[src/rtl/gshare_pht.sv]
// Gshare pattern history table: 2-bit counters indexed by PC^GHR, with an in-flight index FIFO
// that resolutions drain in order. Define GSHARE_PHT_BYPASS_EN to forward same-cycle updates to predictions.
module gshare_pht #(
  parameter int HIST_W = 8,
  parameter int DEPTH  = 4
) (
  input  logic              clk,
  input  logic              rst,
  input  logic              pred_req,
  input  logic [31:0]       pred_pc,
  input  logic [HIST_W-1:0] ghr,
  output logic              pred_ready,
  output logic              pred_valid,
  output logic              pred_taken,
  input  logic              res_valid,
  input  logic              res_taken,
  input  logic              res_mispredict,
  input  logic              flush,
  output logic              err
);

  localparam int ENTRIES = 1 << HIST_W;
  localparam int PTR_W   = $clog2(DEPTH);
  localparam int CNT_W   = PTR_W + 1;

  logic [1:0]        pht_r [ENTRIES];
  logic [HIST_W-1:0] fifo_r [DEPTH];
  logic [PTR_W-1:0]  wr_ptr_r, rd_ptr_r;
  logic [CNT_W-1:0]  count_r, cnt_nxt_s;
  logic              ready_r, pred_valid_r, pred_taken_r, err_r;

  logic [HIST_W-1:0] idx_s, upd_idx_s;
  logic [1:0]        upd_val_s;
  logic              accept_s, pop_s, underflow_s, clear_s, push_s, taken_nxt_s;

  function automatic logic [1:0] sat_update(input logic [1:0] ctr, input logic taken);
    logic [1:0] res;
    if (taken) begin
      res = (ctr == 2'd3) ? 2'd3 : ctr + 2'd1;
    end else begin
      res = (ctr == 2'd0) ? 2'd0 : ctr - 2'd1;
    end
    return res;
  endfunction

  // Request/resolution decode and next-state values
  always_comb begin
    idx_s       = pred_pc[HIST_W+1:2] ^ ghr;
    accept_s    = pred_req & ready_r;
    pop_s       = res_valid & ~flush & (count_r != {CNT_W{1'b0}});
    underflow_s = res_valid & ~flush & (count_r == {CNT_W{1'b0}});
    upd_idx_s   = fifo_r[rd_ptr_r];
    upd_val_s   = sat_update(pht_r[upd_idx_s], res_taken);
    // A mispredict squashes everything younger than the resolving branch, including a same-cycle push
    clear_s     = flush | (pop_s & res_mispredict);
    push_s      = accept_s & ~clear_s;
    if (clear_s) begin
      cnt_nxt_s = {CNT_W{1'b0}};
    end else begin
      cnt_nxt_s = count_r + {{PTR_W{1'b0}}, push_s} - {{PTR_W{1'b0}}, pop_s};
    end
`ifdef GSHARE_PHT_BYPASS_EN
    taken_nxt_s = (pop_s && (upd_idx_s == idx_s)) ? upd_val_s[1] : pht_r[idx_s][1];
`else
    taken_nxt_s = pht_r[idx_s][1];
`endif
  end

  // Counter table: reset to weakly not-taken, updated on each popped resolution
  always_ff @(posedge clk or negedge rst) begin
    if (!rst) begin
      for (int i = 0; i < ENTRIES; i++) begin
        pht_r[i] <= 2'b01;
      end
    end else if (pop_s) begin
      pht_r[upd_idx_s] <= upd_val_s;
    end else begin
      pht_r[upd_idx_s] <= pht_r[upd_idx_s];
    end
  end

  // In-flight index FIFO, pointers and occupancy
  always_ff @(posedge clk or negedge rst) begin
    if (!rst) begin
      for (int i = 0; i < DEPTH; i++) begin
        fifo_r[i] <= {HIST_W{1'b0}};
      end
      wr_ptr_r <= {PTR_W{1'b0}};
      rd_ptr_r <= {PTR_W{1'b0}};
      count_r  <= {CNT_W{1'b0}};
      ready_r  <= 1'b1;
    end else begin
      if (clear_s) begin
        wr_ptr_r <= {PTR_W{1'b0}};
        rd_ptr_r <= {PTR_W{1'b0}};
      end else begin
        if (push_s) begin
          fifo_r[wr_ptr_r] <= idx_s;
          wr_ptr_r         <= wr_ptr_r + PTR_W'(1);
        end else begin
          wr_ptr_r <= wr_ptr_r;
        end
        if (pop_s) begin
          rd_ptr_r <= rd_ptr_r + PTR_W'(1);
        end else begin
          rd_ptr_r <= rd_ptr_r;
        end
      end
      count_r <= cnt_nxt_s;
      ready_r <= (cnt_nxt_s < CNT_W'(DEPTH));
    end
  end

  // Registered prediction response and sticky underflow flag
  always_ff @(posedge clk or negedge rst) begin
    if (!rst) begin
      pred_valid_r <= 1'b0;
      pred_taken_r <= 1'b0;
      err_r        <= 1'b0;
    end else begin
      pred_valid_r <= accept_s;
      pred_taken_r <= accept_s ? taken_nxt_s : 1'b0;
      err_r        <= err_r | underflow_s;
    end
  end

  assign pred_ready = ready_r;
  assign pred_valid = pred_valid_r;
  assign pred_taken = pred_taken_r;
  assign err        = err_r;

endmodule

[config.mk]
export PLATFORM = sky130hd
export DESIGN_NAME = gshare_pht
export DESIGN_NICKNAME = d
export VERILOG_FILES = /design/src/rtl/gshare_pht.sv
export SDC_FILE = /design/constraint.sdc
export NUM_CORES = 1
export LEC_CHECK = 0
export BUFFER_PORTS_ARGS = -buffer_cell sky130_fd_sc_hd__buf_2
export CORE_MARGIN = 2
export CORE_UTILIZATION = 55
export CTS_CLUSTER_DIAMETER = 150
export DETAILED_ROUTE_END_ITERATION = 10
export GPL_ROUTABILITY_DRIVEN = 0
export PLACE_DENSITY_LB_ADDON = 0.1
export RECOVER_POWER = 50
export SLEW_MARGIN = 20
export SYNTH_ARGS = -nofsm -noshare
export SYNTH_HDL_FRONTEND = slang
export SYNTH_SLANG_ARGS = --single-unit
export TNS_END_PERCENT = 20
[constraint.sdc]
create_clock -name clk -period 4.6 [get_ports clk]
set_input_delay 0.23 -clock clk [delete_from_list [all_inputs] [get_ports clk]]
set_output_delay 0.23 -clock clk [all_outputs]
set_load 0.02 [all_outputs]
==> results.txt, run 1 <==
Ant. Diodes - 0
post-synthesis xor/xnor area fraction - 0.00507
nets - 2630
Pre-antenna DRT Iters - 6
total CTS buffers - 59
RSZ-0062 raised after global routing - no
dpl hpwl - 59.6 mm
area of the mapped netlist - 29300 sq um
layout cells sized above 1 - 0.357
Leak Pwr - 13.7 nW
core area - 52700 sq um
detailed-route via count - 22055
Worst setup EP type - register
CP Max Fanout - 39
initial antenna violation count - 1
first-pass GRT wire length - 139 mm
Synth top area share - 0.254
count leader, synth - nor2_1
Reg-to-Reg End - pht_r[494]$_DFFE_PN1P_
Post-Syn Nets - 2592
most instantiated cells after synthesis - nor2_1, dfrtp_1, mux2_2, a31oi_1, dfstp_2
CTS root buf - clkbuf_16
WHS Endpoint - fifo_r[27]$_DFFE_PN0P_
Fill cells - 4068
sequential fraction of the synthesis area - 0.484
Total Power - 24.5 mW
MaxCap Viol Count - 2
Critical R2R Launch - rd_ptr_r[1]$_DFFE_PN0P_
CTS clk-pin slew, worst paths - 60 ps
drt drc - 0
H-tree levels - 2
Hold Fails Final Rpt - 0
largest family of logic cells by synthesized area - multiplexers
min-delay src - ghr[3]
run status - complete, but fails checks
Post-Synth Simple-Gate Area - 0.0983
# rows - 84
Synth area leaders - dfrtp_1, dfstp_2, mux4_2
Syn Area/Cell - 11.6 sq um
largest area contributor in the netlist - dfrtp_1
post-synthesis compound-gate area fraction - 0.0934
initial drt markers - 2320
Relative slew margins - -1.01
reg2reg path depth - 14
r2r setup slk - 100 ps
Worst Setup Path Type - reg -> reg
setup_tns - 0 ps
final number of max-transition violations - 174
clock buffer depth - 3
Post-synth EDFFs - 0
pwr/cell area - 742 nW/um^2
asr flop ratio synth - 1.00
Peak supply drop - 0.00144 V
adder-cell area share of the yosys netlist - 0.00324
#FFs+latches synth - 555
# setup viols final - 0
Distinct cells, synth - 57
Critical Path AT - 5030 ps
total gr overflow - 0
ys flop type - dfrtp_1
Die W - 235 microns
Tot GR Track Use - 0.330
remaining antenna violation count after routing - 0
HP Class - in -> reg
crit path time final - 4500 ps
IO Port Bufs - 26
initial cell density of the core - 0.557
IO Count - 51
post-route clock period utilization - 0.978
Wirelength per Cell - 27.6 microns
pin count of the biggest net entering global routing - 135
post-synthesis mux area share - 0.277
cells after synthesis - 2538
Setup crit start kind - register
number of global-route vias before repair - 22012
highest clock rate - 222 MHz
clk sink count - 555
WL final - 91.4 mm
Hold Path Depth - 3
YS warnings - 0
Final Skew - 24.7 ps
TritonCTS clock tree - built
required time of the critical path - 5130 ps
failing checks - max-capacitance violations, max-slew violations
Via density - 6.66
Clk Latency, worst-skew pair - 640 ps
die height - 235 microns
Total Die Area - 55200 sq um
Area growth syn-to-layout - 12.5%
Worst Tran Pin Value - 3010 ps
-- repair_timing --
action | 4_1_cts | 5_1_grt
setup endpoints to repair | 0 | 457
endpoints found under the hold margin | 80 | 0
resized for setup | 0 | 3
setup buffers | 0 | 5
hold buffers | 8 | 0
-- registers in the layout, indices dropped and copies added, names as in the netlist --
signal / count
pred_taken: 1
err: 1
wr_ptr_r: 2
pred_ready: 1
pht_r: 512
pred_valid: 1
count_r: 3
rd_ptr_r: 2
fifo_r: 32
-- kinds of logic (layout without fill, tap and decap cells) --
group           count (synthesis)  after routing
simple gates                  727            727
flops                         555            555
xor+xnor                       17             17
compound gates                422            422
mux                           604            604
fa+ha+maj                       7              7
buf+inv                       206            294
-- stage by stage --
stage	setup WS (ps)	hold slack, ps	instance area [sq um]	utilization	std cells
after floorplan	1100	-65.6	29300	-	2538
after global placement	126	372	30700	0.583	3190
after detailed placement	39.3	389	30700	0.583	3190
after CTS	6.39	0.832	33000	0.626	3309
after global routing	23.2	29.2	33000	0.627	3314
final	100	26.2	33000	0.627	3314
-- layer usage --
layer | share of wire | global-route usage | up-vias
met5 | 0 | 0 | -
met3 | 0.091 | 0.0667 | 236
met2 | 0.44 | 0.495 | 1113
met1 | 0.42 | 0.475 | 11291
met4 | 0.046 | 0.133 | 0
li1 | - | - | 9415
-- how the worst max path moves through the flow --
| stage | start | end | slack [ps] | cells past startpoint |
|---|---|---|---|---|
| 3_3_place_gp | rd_ptr_r[0]$_DFFE_PN0P_ | pht_r[133]$_DFFE_PN0P_ | 130 | 11 |
| 2_1_floorplan | rd_ptr_r[0]$_DFFE_PN0P_ | pht_r[101]$_DFFE_PN0P_ | 1100 | 16 |
| 5_1_grt | rd_ptr_r[0]$_DFFE_PN0P_ | pht_r[470]$_DFFE_PN1P_ | 20 | 14 |
| 3_5_place_dp | rd_ptr_r[0]$_DFFE_PN0P_ | pht_r[364]$_DFFE_PN1P_ | 40 | 13 |
| 6_report | rd_ptr_r[1]$_DFFE_PN0P_ | pht_r[494]$_DFFE_PN1P_ | 100 | 14 |
| 4_1_cts | rd_ptr_r[0]$_DFFE_PN0P_ | pht_r[364]$_DFFE_PN1P_ | 6 | 13 |
-- power breakdown --
group	internal [mW]	leakage (nW)	switching [mW]
logic	4.04	5.79	7.69
clock network	3.32	1.08	2.04
registers	6.53	6.80	0.878
total	13.9	13.7	10.6
-- final cells by class --
type                            instances  area (sq um)  share of cell area
Sequential cell                       555         14200               0.430
Multi-Input combinational cell       1777         14100               0.428
Clock buffer                           91          1820              0.0551
Timing Repair Buffer                  174          1590              0.0481
Tap cell                              688           861              0.0261
Clock inverter                         20           380              0.0115
Inverter                                9          33.8             0.00102
-- layout by cell type (no fill, tap or decap), drive strengths merged, types with 6 or more instances in the layout --
master / Yosys / final
mux2: 269 / 269
clkinv: 0 / 7
nand2: 113 / 113
bufinv: 0 / 11
dfstp: 257 / 257
xnor2: 12 / 12
o2111ai: 6 / 6
nor2b: 16 / 16
nor2: 544 / 544
a22oi: 27 / 27
o22ai: 15 / 15
dfrtp: 298 / 298
nor3: 6 / 6
o211ai: 7 / 7
mux4: 140 / 140
buf: 104 / 155
mux2i: 195 / 195
dlygate4sd3: 0 / 8
a31oi: 261 / 261
ha: 6 / 6
a211oi: 7 / 7
clkbuf: 93 / 102
o32ai: 6 / 6
inv: 9 / 9
and2: 9 / 9
a21oi: 17 / 17
o21ai: 45 / 45
nand3: 20 / 20
-- worst max-delay path, cell delays in order, from the launching register on --
cell,delay (ps)
dfrtp_1,430
mux4_4,720
buf_12,210
buf_4,250
mux2i_1,160
mux2i_1,330
o211ai_1,230
a311oi_1,520
a22oi_1,220
and2_1,200
a31oi_1,310
o21ai_4,140
buf_12,210
buf_4,230
a31oi_1,180
(Power assumes the default switching activity.)
==> run 2: changes to the inputs <==
--- a/config.mk
+++ b/config.mk
@@ -12,7 +12,6 @@
 export DETAILED_ROUTE_END_ITERATION = 10
 export GPL_ROUTABILITY_DRIVEN = 0
 export PLACE_DENSITY_LB_ADDON = 0.1
-export RECOVER_POWER = 50
 export SLEW_MARGIN = 20
 export SYNTH_ARGS = -nofsm -noshare
 export SYNTH_HDL_FRONTEND = slang
==> run 2 against run 1 <==
  * The run now ends clean
  * First-iteration DRC count fell by 1.9%
  * Critical path type unchanged
  * Critical endpoint is now pht_r[364]$_DFFE_PN1P_
  * Die area unchanged
  * Count of clock-buffer cells in the layout is the same
  * Combinational power hardly changed
==> results.txt, run 2 (synthesis results as in run 1) <==
run status - finished, final reports clean
number of global-route vias before repair - 22012
Hold Fails Final Rpt - 0
biggest registers after layout - pht_r x512, fifo_r x32, count_r x3
detailed-route via count - 21950
RSZ-0062 raised after global routing - no
die height - 235 microns
Worst Tran Pin Value - 952 ps
MaxCap Viol Count - 0
initial antenna violation count - 1
Relative slew margins - 0.362
WHS Endpoint - fifo_r[27]$_DFFE_PN0P_
CTS root buf - clkbuf_16
clk sink count - 555
Clk Latency, worst-skew pair - 640 ps
crit path time final - 4480 ps
Peak supply drop - 0.00143 V
# rows - 84
Hold Path Depth - 3
nets - 2630
CTS clk-pin slew, worst paths - 60 ps
CP Max Fanout - 39
setup_tns - 0 ps
Critical R2R Launch - rd_ptr_r[1]$_DFFE_PN0P_
Setup crit start kind - register
Placed Cells - 3190
drt drc - 0
final number of max-transition violations - 0
initial drt markers - 2275
post-route clock period utilization - 0.973
core area - 52700 sq um
remaining antenna violation count after routing - 0
Total Power - 24.5 mW
commonest cells after routing, fill and taps aside - nor2_1, dfrtp_1, mux2_2, a31oi_1, dfstp_2
Leak Pwr - 13.7 nW
pin count of the biggest net entering global routing - 135
filler-free cell count of the finished design - 3314
total gr overflow - 0
# setup viols final - 0
dpl hpwl - 59.6 mm
total CTS buffers - 59
Pre-antenna DRT Iters - 6
Wirelength per Cell - 27.6 microns
Reg-to-Reg End - pht_r[364]$_DFFE_PN1P_
Ant. Diodes - 0
min-delay src - ghr[3]
Total Die Area - 55200 sq um
Worst setup EP type - register
Largest register FFs - 512
Die W - 235 microns
TritonCTS clock tree - built
first-pass GRT wire length - 139 mm
clock buffer depth - 3
Worst Setup Path Type - reg -> reg
HP Class - in -> reg
Tot GR Track Use - 0.330
WL final - 91.5 mm
r2r setup slk - 120 ps
initial cell density of the core - 0.557
commonest non-fill, non-tap cell in the layout - nor2_1
Final Skew - 24.9 ps
pwr/cell area - 742 nW/um^2
IO Count - 51
highest clock rate - 223 MHz
required time of the critical path - 5150 ps
layout cells sized above 1 - 0.359
H-tree levels - 2
Hold WS - 26.5 ps
Area growth syn-to-layout - 12.7%
Largest Register - pht_r
IO Port Bufs - 26
reg2reg path depth - 14
Critical Path AT - 5020 ps
Via density - 6.62
[run 2: final cells by class]
class	count	area (sq um)
tap	688	861
fill	4059	19600
sequential	555	14200
multi-input combinational	1777	14100
timing repair buffer	174	1630
clock buffer	91	1820
inverter	9	33.8
clock inverter	20	380
[run 2: worst max-delay path by stage]
stage / start / endpoint / slack (ps) / cells after the start
finish: rd_ptr_r[1]$_DFFE_PN0P_ / pht_r[364]$_DFFE_PN1P_ / 120 / 14
detailed placement: rd_ptr_r[0]$_DFFE_PN0P_ / pht_r[364]$_DFFE_PN1P_ / 40 / 13
floorplan: rd_ptr_r[0]$_DFFE_PN0P_ / pht_r[101]$_DFFE_PN0P_ / 1100 / 16
global placement: rd_ptr_r[0]$_DFFE_PN0P_ / pht_r[133]$_DFFE_PN0P_ / 130 / 11
CTS: rd_ptr_r[0]$_DFFE_PN0P_ / pht_r[364]$_DFFE_PN1P_ / 6 / 13
global route: rd_ptr_r[0]$_DFFE_PN0P_ / pht_r[470]$_DFFE_PN1P_ / 20 / 14
[run 2: timing repair]
action | 4_1_cts | 5_1_grt
resized for setup | 0 | 3
setup buffers | 0 | 5
hold buffers | 8 | 0
setup endpoints to repair | 0 | 457
endpoints found under the hold margin | 80 | 0
[run 2: critical path, cell delays in order (launching register included)]
cell,delay (ps)
dfrtp_1,420
mux4_4,730
buf_12,220
buf_4,250
mux2i_1,160
mux2i_1,310
o211ai_1,230
a311oi_1,520
a22oi_1,220
and2_1,200
a31oi_1,310
o21ai_4,140
buf_12,210
buf_4,230
a31oi_1,180
[run 2: report_power, final]
part	internal, mW	switching (mW)
clock network	3.32	2.04
registers	6.53	0.880
logic	4.05	7.70
total	13.9	10.6
[run 2: per-stage QoR]
step                      utilization  worst slack, ps  instance area [sq um]
after floorplan                     -             1100                  29300
after global placement          0.583              126                  30700
after detailed placement        0.583             39.3                  30700
after CTS                       0.626             6.39                  33000
after global routing            0.628             23.2                  33100
final                           0.628              125                  33100
[run 2: routing by layer]
metal / routed length (microns) / track usage
met1: 38700 / 0.475
met2: 40600 / 0.495
met3: 8130 / 0.0667
met4: 4120 / 0.133
met5: 0 / 0
